File: config.mk
export PLATFORM = sky130hd
export DESIGN_NAME = graphics_pixel_writer
export DESIGN_NICKNAME = d
export VERILOG_FILES = /design/src/rtl/graphics_pixel_writer.sv
export SDC_FILE = /design/constraint.sdc
export NUM_CORES = 1
export LEC_CHECK = 0
export CAP_MARGIN = 20
export CORE_ASPECT_RATIO = 2
export CORE_MARGIN = 8
export CORE_UTILIZATION = 30
export DETAILED_ROUTE_END_ITERATION = 10
export PLACE_DENSITY_LB_ADDON = 0.2
export SLEW_MARGIN = 10
export SYNTH_ARGS = -nofsm -noshare
export SYNTH_HDL_FRONTEND = slang
export SYNTH_SLANG_ARGS = --single-unit
File: constraint.sdc
create_clock -name clk -period 3.5 [get_ports clk]
set_input_delay 0.7 -clock clk [delete_from_list [all_inputs] [get_ports clk]]
set_output_delay 0.7 -clock clk [all_outputs]
set_load 0.005 [all_outputs]
File: src/rtl/graphics_pixel_writer.sv
// graphics_pixel_writer
//   Takes a stream of {x, y, color} pixels, buffers them in a small FIFO,
//   computes the frame buffer location in a registered calc stage, and writes
//   each on-screen pixel into a 16-bit-wide Avalon-MM frame buffer (two 8-bit
//   pixels per word, selected with byteenable). Off-screen pixels are dropped
//   and counted.
//
// Ports
//   clk, reset        : clock (rising edge), synchronous active-high reset
//   st_data/valid/ready : pixel stream in, st_data = {x, y, color}
//   mm_address/write/writedata/byteenable : Avalon-MM write master
//   mm_waitrequest    : slave stall for the current write
//   busy              : pixels buffered, in the calc stage, or a write pending
//   clip_count        : saturating count of dropped off-screen pixels
module graphics_pixel_writer #(
  parameter int X_WIDTH     = 10,
  parameter int Y_WIDTH     = 10,
  parameter int COLOR_WIDTH = 8,
  parameter int H_RES       = 640,
  parameter int V_RES       = 480,
  parameter int FB_BASE     = 0,
  parameter int ADDR_WIDTH  = 18,
  parameter int FIFO_DEPTH  = 4
) (
  input  logic                                   clk,
  input  logic                                   reset,
  input  logic [X_WIDTH+Y_WIDTH+COLOR_WIDTH-1:0] st_data,
  input  logic                                   st_valid,
  output logic                                   st_ready,
  output logic [ADDR_WIDTH-1:0]                  mm_address,
  output logic                                   mm_write,
  output logic [15:0]                            mm_writedata,
  output logic [1:0]                             mm_byteenable,
  input  logic                                   mm_waitrequest,
  output logic                                   busy,
  output logic [15:0]                            clip_count
);

  localparam int DW = X_WIDTH + Y_WIDTH + COLOR_WIDTH;
  localparam int PW = $clog2(FIFO_DEPTH);
  localparam int IW = ADDR_WIDTH + 1;

  typedef enum logic {IDLE, WRITE} state_e;

  // ---------------------------------------------------------------- FIFO
  logic [DW-1:0] fifo_mem [FIFO_DEPTH];
  logic [PW-1:0] wr_ptr_q, rd_ptr_q;
  logic [PW:0]   count_q, count_d;
  logic          fifo_full, fifo_empty, push, pop;
  logic          calc_advance;

  assign fifo_full  = (count_q == (PW+1)'(FIFO_DEPTH));
  assign fifo_empty = (count_q == '0);
  assign st_ready   = !fifo_full;
  assign push       = st_valid && !fifo_full;
  assign pop        = !fifo_empty && calc_advance;

  always_comb begin
    // NOTE: default assignment first so no path leaves count_d unassigned (no latch).
    count_d = count_q;
    case ({push, pop})
      2'b10:   count_d = count_q + (PW+1)'(1);
      2'b01:   count_d = count_q - (PW+1)'(1);
      default: ;
    endcase
  end

  // NOTE: state registers use non-blocking assignments so every flop samples pre-edge values.
  always_ff @(posedge clk) begin
    if (reset) begin
      wr_ptr_q <= '0;
      rd_ptr_q <= '0;
      count_q  <= '0;
    end else begin
      if (push) wr_ptr_q <= wr_ptr_q + PW'(1);
      if (pop)  rd_ptr_q <= rd_ptr_q + PW'(1);
      count_q <= count_d;
    end
  end

  // NOTE: storage array has no reset; the pointers and count alone define valid entries.
  always_ff @(posedge clk) begin
    if (push) fifo_mem[wr_ptr_q] <= st_data;
  end

  // FIFO head decode
  logic [DW-1:0]          head;
  logic [X_WIDTH-1:0]     head_x;
  logic [Y_WIDTH-1:0]     head_y;
  logic [COLOR_WIDTH-1:0] head_color;
  logic [IW-1:0]          idx_d;
  logic                   inb_d;

  assign head       = fifo_mem[rd_ptr_q];
  assign head_x     = head[DW-1 -: X_WIDTH];
  assign head_y     = head[COLOR_WIDTH +: Y_WIDTH];
  assign head_color = head[COLOR_WIDTH-1:0];
  assign idx_d      = IW'(head_y) * IW'(H_RES) + IW'(head_x);
  // One extra bit on each side so the resolution itself is representable.
  assign inb_d      = ({1'b0, head_x} < (X_WIDTH+1)'(H_RES)) &&
                      ({1'b0, head_y} < (Y_WIDTH+1)'(V_RES));

  // ---------------------------------------------------------- calc stage
  logic                   calc_valid_q, calc_inb_q;
  logic [IW-1:0]          calc_idx_q;
  logic [COLOR_WIDTH-1:0] calc_color_q;
  logic                   calc_load_ok, mm_load;

  always_ff @(posedge clk) begin
    if (reset) begin
      calc_valid_q <= 1'b0;
      calc_inb_q   <= 1'b0;
      calc_idx_q   <= '0;
      calc_color_q <= '0;
    end else if (calc_advance) begin
      calc_valid_q <= !fifo_empty;
      calc_inb_q   <= inb_d;
      calc_idx_q   <= idx_d;
      calc_color_q <= head_color;
    end
  end

  assign calc_load_ok = calc_valid_q && calc_inb_q;
  // A clipped pixel is discarded in the same cycle it is replaced.
  assign calc_advance = !calc_valid_q || !calc_inb_q || mm_load;

  // ------------------------------------------------------------ write FSM
  state_e state_q, state_d;

  always_ff @(posedge clk) begin
    if (reset) state_q <= IDLE;
    else       state_q <= state_d;
  end

  always_comb begin
    state_d = state_q;
    case (state_q)
      IDLE:    if (calc_load_ok) state_d = WRITE;
      WRITE:   if (!mm_waitrequest && !calc_load_ok) state_d = IDLE;
      default: state_d = IDLE;
    endcase
  end

  always_comb begin
    mm_write = (state_q == WRITE);
    // Load in IDLE, or on the completion cycle of the current write.
    mm_load  = calc_load_ok && ((state_q == IDLE) || !mm_waitrequest);
  end

  // ----------------------------------------------------- MM output regs
  logic [ADDR_WIDTH-1:0] mm_address_q;
  logic [15:0]           mm_writedata_q;
  logic [1:0]            mm_byteenable_q;
  logic [7:0]            lane;

  assign lane = 8'(calc_color_q);

  always_ff @(posedge clk) begin
    if (reset) begin
      mm_address_q    <= '0;
      mm_writedata_q  <= '0;
      mm_byteenable_q <= '0;
    end else if (mm_load) begin
      mm_address_q    <= ADDR_WIDTH'(FB_BASE) + calc_idx_q[ADDR_WIDTH:1];
      mm_writedata_q  <= {lane, lane};
      mm_byteenable_q <= calc_idx_q[0] ? 2'b10 : 2'b01;
    end
  end

  assign mm_address    = mm_address_q;
  assign mm_writedata  = mm_writedata_q;
  assign mm_byteenable = mm_byteenable_q;

  // ------------------------------------------------------- clip counter
  logic [15:0] clip_count_q;
  logic        clip_inc;

  assign clip_inc = calc_valid_q && !calc_inb_q;

  always_ff @(posedge clk) begin
    if (reset)                                 clip_count_q <= '0;
    else if (clip_inc && clip_count_q != 16'hFFFF) clip_count_q <= clip_count_q + 16'd1;
  end

  assign clip_count = clip_count_q;
  assign busy       = !fifo_empty || calc_valid_q || (state_q == WRITE);

endmodule

After elaboration in Yosys (flattened, before gate mapping)
Memory sizes are Yosys's and may differ from the RTL's. A register that Yosys moved wholly into a read port is not among the register bits.
Index checks and enable logic that the tools add are counted.
{ "word_totals": {"input_bits": 32, "elab_cells": 57, "ram_bits": 112, "output_inout_bits": 55, "register_bits": 89, "memories": 1} }
{ "op_classes": {"mux": 9, "n_addsub": 6, "eq_ne": 4, "bitwise": 1, "n_lt_le_gt_ge": 2, "n_reduce_logical": 21, "multipliers": 1} }
{ "memory_table": {"columns": ["name", "depth", "word_bits", "read_ports", "rd_clocked_by_memory_dff", "write_ports", "line_no", "text"], "rows": [
  ["fifo_mem", 4, 28, 1, 1, 1, "46", "logic [DW-1:0] fifo_mem [FIFO_DEPTH];"]
]} }
{ "op_table": {"columns": ["cell", "count"], "rows": [
  ["$add 19x10->19", 1],
  ["$add 16x1->16 const B", 1],
  ["$ne 16x16->1 const B", 1],
  ["$mul 10x3->12 const B", 1],
  ["$lt 10x10->1 const B", 1],
  ["$lt 10x9->1 const B", 1],
  ["$logic_and 1x1->1", 8],
  ["$logic_not 1->1", 6],
  ["$mux 2", 3],
  ["$pmux 3 s2", 1],
  ["$logic_or 1x1->1", 5],
  ["$add 2x1->2 const B", 2],
  ["$mux 1", 4],
  ["$add 3x1->3 const B", 1],
  ["$eq 3x3->1 const B", 1],
  ["$logic_not 3->1", 1],
  ["$sub 3x1->3 const B", 1],
  ["$eq 2x1->1 const B", 1],
  ["$eq 2x2->1 const B", 1],
  ["$pmux 1 s2", 1],
  ["$reduce_bool 2->1", 1],
  ["$not 1->1", 1]
]} }

Longest topological paths before layout
{ "depth": {"ltp_word": 7, "depth_mapped": 12, "ltp_nobuf": 10} }

Least setup slack after synthesis
No wires, ideal clock.
{ "synth_path": {"path_kind": "reg2reg", "startpoint": "register (tool-made name)", "endpoint": "register calc_idx_q[18]", "slack_ps": -314, "path_stages_with_launch": 13, "required_time_ps": 3409, "synth_period_minus_slack_ps": 3814, "t_arrival_ps": 3723, "path_cell_list": "dfxtp_1 -> buf_2 -> buf_2 -> mux4_2 -> ha_1 -> ha_1 -> fa_1 -> a21oi_1 -> o211ai_1 -> o41ai_1 -> xnor2_1 -> or4_1 -> a311oi_1"} }
{ "synth_lines": {"columns": ["element", "line_no", "text"], "rows": [
  ["to (signal assigned)", "118", "calc_idx_q <= idx_d;"],
  ["to (decl)", "105", "logic [IW-1:0] calc_idx_q;"]
]} }

==> run summary <==
The largest family of logic cells by synthesized area was simple AND/OR/NAND/NOR gates. The total overflow left after global routing is 0. The tools report the number of global-route vias before repair as 5,220. Counting instances in the post-synthesis netlist gives the leading cell types as sky130_fd_sc_hd__edfxtp_1, sky130_fd_sc_hd__nand2_1, sky130_fd_sc_hd__dfxtp_1. The net count of the finished layout is 780. For the internal cell power, the log shows 5.67 mW.

In this run the worst path has a maximum fanout of 6. In this run the vertical extent of the chip is 247 µm. The share of the clock period used by the worst path is 0.952. The run gives 0 as the final count of hold timing violations. The prevailing post-synth register cell was sky130_fd_sc_hd__edfxtp_1. Across the routed clock network, the largest skew measured is 9.02 ps.

After floorplanning, the core was sized to cover 26,200 µm². By instance count, the leading cell after synthesis is sky130_fd_sc_hd__edfxtp_1. Summed over all nets, the switching power comes to 2.86 mW. The number of enable flip-flop cells after synthesis works out to 112. The arithmetic-cell share of the synthesized area counting full adders, half adders and majority gates is 0.0468, and the hold-fix buffer count after cts is 0. The run gives 300 MHz as the highest attainable clock frequency. The iteration-0 DRC count of the detailed router was 186; the mean cell area of the mapped netlist was 12.7 µm². Setup violations remaining at the end of the flow were counted as 0.

The run gives 3840 ps as the required time at the worst-slack endpoint. The initial antenna violation count is 0. Dividing the detail-routed wire length by the instance count gives 15.3 µm.

The relative slew slack was 0.315. The total of warnings raised by yosys was 0. Once detail routing completed, the nets flagged for antenna violations numbered 0. TritonCTS built the clock tree. At the pin with the least slew margin, the transition time is 1020 ps. The starting density of the core was 0.305; the number of buffers between clock root and the deepest sink was 2. The run gives 87 as the boundary pin count. The cell type group with the largest total delay on the critical path is adder cells. The pre-antenna-repair detailed-routing pass consisted of 4 iterations. Counting flops and latches in the post-synthesis netlist gives 195.

The area share of the leading cell type in the synthesized netlist was 0.422. The tools report the routed wire length as 16,500 µm. The fraction of synthesized area in multiplexers was 0.0804. After floorplanning, the core was divided into 84 placement rows. The tools report the final max-slew violation count as 0.

After synthesis, the cell types taking the most area are sky130_fd_sc_hd__edfxtp_1, sky130_fd_sc_hd__dfxtp_1, sky130_fd_sc_hd__mux4_2. The layout overhead on the synthesized area is 25.6%, and the leakage power is 3.41 nW. Part of the total power dissipated in the clock network: 0.228.

Root buffer cell: sky130_fd_sc_hd__clkbuf_16. The xor/xnor share of the synthesized area was 0.0372; the total power of the final layout was 8.53 mW. The largest net degree at the start of global routing is 40, and the source-to-sink clock delay at the later pin of the worst-skew pair is 430 ps. STA classifies the critical path endpoint as a register. The fraction of the yosys area taken by sequential cells is 0.630. The tools report the number of fill cells in the layout as 2,460. The post-route core utilization was 0.383; the count of placed standard cells including taps was 1,040.

The setup path with the least slack is of type register to register. The tools report the part of the total power dissipated in combinational logic as 0.431. Among all stages on the critical path, the largest delay is contributed by sky130_fd_sc_hd__mux4_2. The routed design could run at a clock period as short as 3330 ps. The logs give 0.342 for the sequential fraction of design power and 17 for the CTS buffer count. The largest total area in the synthesized netlist belongs to sky130_fd_sc_hd__edfxtp_1. In this run the power density over the cells is 852 nW/µm². The first global-routing pass estimated 26,900 µm of wire. CTS saw 195 sinks. The arrival time reported for the critical path endpoint was 3670 ps; the area enclosed by the die boundary was 32,400 µm². Hold is met by 449 ps. The number of nets produced by synthesis was 686. For this run, the number of standard cells in the final layout without fillers is 1,077.

The count of buffers added on input and output ports is 86. Yosys mapped the design onto 48 distinct sky130hd cell types. Area of the mapped netlist: 7970 µm². The simple-gate share of the synthesized area works out to 0.115. The clock tree synthesis step divided the H-tree into 4 levels. The switching share of power came out at 0.335.

The number of antenna diodes in the final layout is 0. The global-route total usage across every layer was 0.105. The sum of net half-perimeters after detailed placement was 11,900 µm.

The kind of start point of the critical path is a register. The weighted congestion at the end of routability-driven global placement came out at 0.747. VDD sags by at most 0.000412 V. Using the TritonRoute via totals, the vias-per-cell ratio works out to 4.57.

The fraction of layout instances using a drive strength above 1 is 0.151. The type of the worst min-delay path was register to register. The clock transition time at the flip-flop clock pins of the worst setup and hold paths is 70 ps, and the die width is 131 µm. Max-cap violations in this run came to 0. The critical path goes through mux4_2 > ha_4 > ha_2 > fa_2 > a21oi_4 > o2111ai_1 > xnor2_1 > or4_1 > a311oi_1.

Counting both buffers and inverters, the worst setup path holds a total of 0. After detailed routing, the number of remaining DRC violations is 0. Across all layers, the routed design uses 4,926 vias. The number of instances in the synthesized netlist was 626; the delay contributed by the slowest stage of the critical path was 560 ps. Synthesized-area fraction occupied by ao, oa, aoi and oai cells: 0.0628.

The run finished with clean final reports. The proportion of register bits with asynchronous set or reset after synthesis came out at 0.
## per-stage QoR
stage               setup WS [ps]  area (µm²)  TNS (ps)
floorplan                    10.4        8010         0
global placement             24.4        9270         0
detailed placement          -17.2        9270     -17.2
CTS                          8.44        9860         0
global route                -9.80       10000     -9.80
finish                        166       10000         0
## cell type report
cell class,instances,area [µm²],share of cell area
Tap cell,344,430,0.0430
Clock buffer,18,439,0.0439
Clock inverter,14,151,0.0151
Inverter,13,48.8,0.00487
Multi-Input combinational cell,382,2860,0.286
Timing Repair Buffer,111,1050,0.105
Sequential cell,195,5030,0.502
## worst reg2reg max path, cell delays in order, from the launching register on
cell and delay, ps:
sky130_fd_sc_hd__dfxtp_4 400, sky130_fd_sc_hd__mux4_2 560, sky130_fd_sc_hd__ha_4 260, sky130_fd_sc_hd__ha_2 210, sky130_fd_sc_hd__fa_2 460, sky130_fd_sc_hd__a21oi_4 180, sky130_fd_sc_hd__o2111ai_1 210, sky130_fd_sc_hd__xnor2_1 210
sky130_fd_sc_hd__or4_1 510, sky130_fd_sc_hd__a311oi_1 250
## path summary, 6_finish.rpt
check,start,to,slack [ps],cells after the start
setup / recovery,register,calc_idx_q[18],170,9
hold / removal,calc_idx_q[16],mm_address[15],450,2
setup reg to reg,register,calc_idx_q[18],170,9
hold reg to reg,calc_idx_q[16],mm_address[15],450,2
## timing repair
item / 4_1_cts / 5_1_grt
gates resized for setup: 1 / 18
hold endpoints to repair: 0 / 0
pin swaps: 0 / 5
setup buffers: 0 / 5
endpoints found under the setup margin: 1 / 3
## logic make-up after synthesis
| family | after synthesis |
|---|---|
| and+or+nand+nor | 203 |
| DFF | 195 |
| AOI/OAI and AO/OA | 89 |
| buffers and inverters | 49 |
| xor gates and xnor gates | 33 |
| muxes | 29 |
| adders and majority gates | 28 |
## cells in the final DEF (no fill, tap or decap), types with 4 or more instances in the layout
cell and count:
sky130_fd_sc_hd__a211oi_1 7, sky130_fd_sc_hd__a21oi_1 57, sky130_fd_sc_hd__and3_1 6, sky130_fd_sc_hd__buf_4 24
sky130_fd_sc_hd__clkbuf_16 17, sky130_fd_sc_hd__clkdlybuf4s50_1 85, sky130_fd_sc_hd__dfxtp_1 81, sky130_fd_sc_hd__edfxtp_1 112
sky130_fd_sc_hd__ha_1 18, sky130_fd_sc_hd__ha_4 5, sky130_fd_sc_hd__inv_1 12, sky130_fd_sc_hd__inv_6 4
sky130_fd_sc_hd__mux4_2 28, sky130_fd_sc_hd__nand2_1 109, sky130_fd_sc_hd__nand3_1 6, sky130_fd_sc_hd__nand4_1 9
sky130_fd_sc_hd__nor2_1 40, sky130_fd_sc_hd__nor3_1 5, sky130_fd_sc_hd__o21ai_0 8, sky130_fd_sc_hd__or3_1 4
sky130_fd_sc_hd__xnor2_1 14, sky130_fd_sc_hd__xor2_1 17
## registers in the layout, summed over array words and instances, names as in the netlist, 2 cells and up, named ones only
name,count
rd_ptr_q,2
mm_writedata,8
calc_color_q,8
mm_address,18
count_q,3
clip_count,16
fifo_mem,112
mm_byteenable,2
wr_ptr_q,2
calc_idx_q,19
## metal layers
metal / wire, µm / global-route usage / vias up
met5: 0 / 0 / -
li1: - / - / 2446
met4: 229 / 0.0449 / 0
met2: 9070 / 0.198 / 96
met1: 6380 / 0.103 / 2369
met3: 789 / 0.0322 / 15
## power by group through the flow
stage,sequential (mW),clock (mW),combinational [mW]
finish,2.92,1.94,3.68
floorplan,2.91,0,2.56
CTS,2.92,2.01,3.37
global placement,2.95,0,3.30
detailed placement,2.97,0,3.35
global route,2.95,2.09,4.09
No activity file was read; power rests on OpenSTA's default activity.
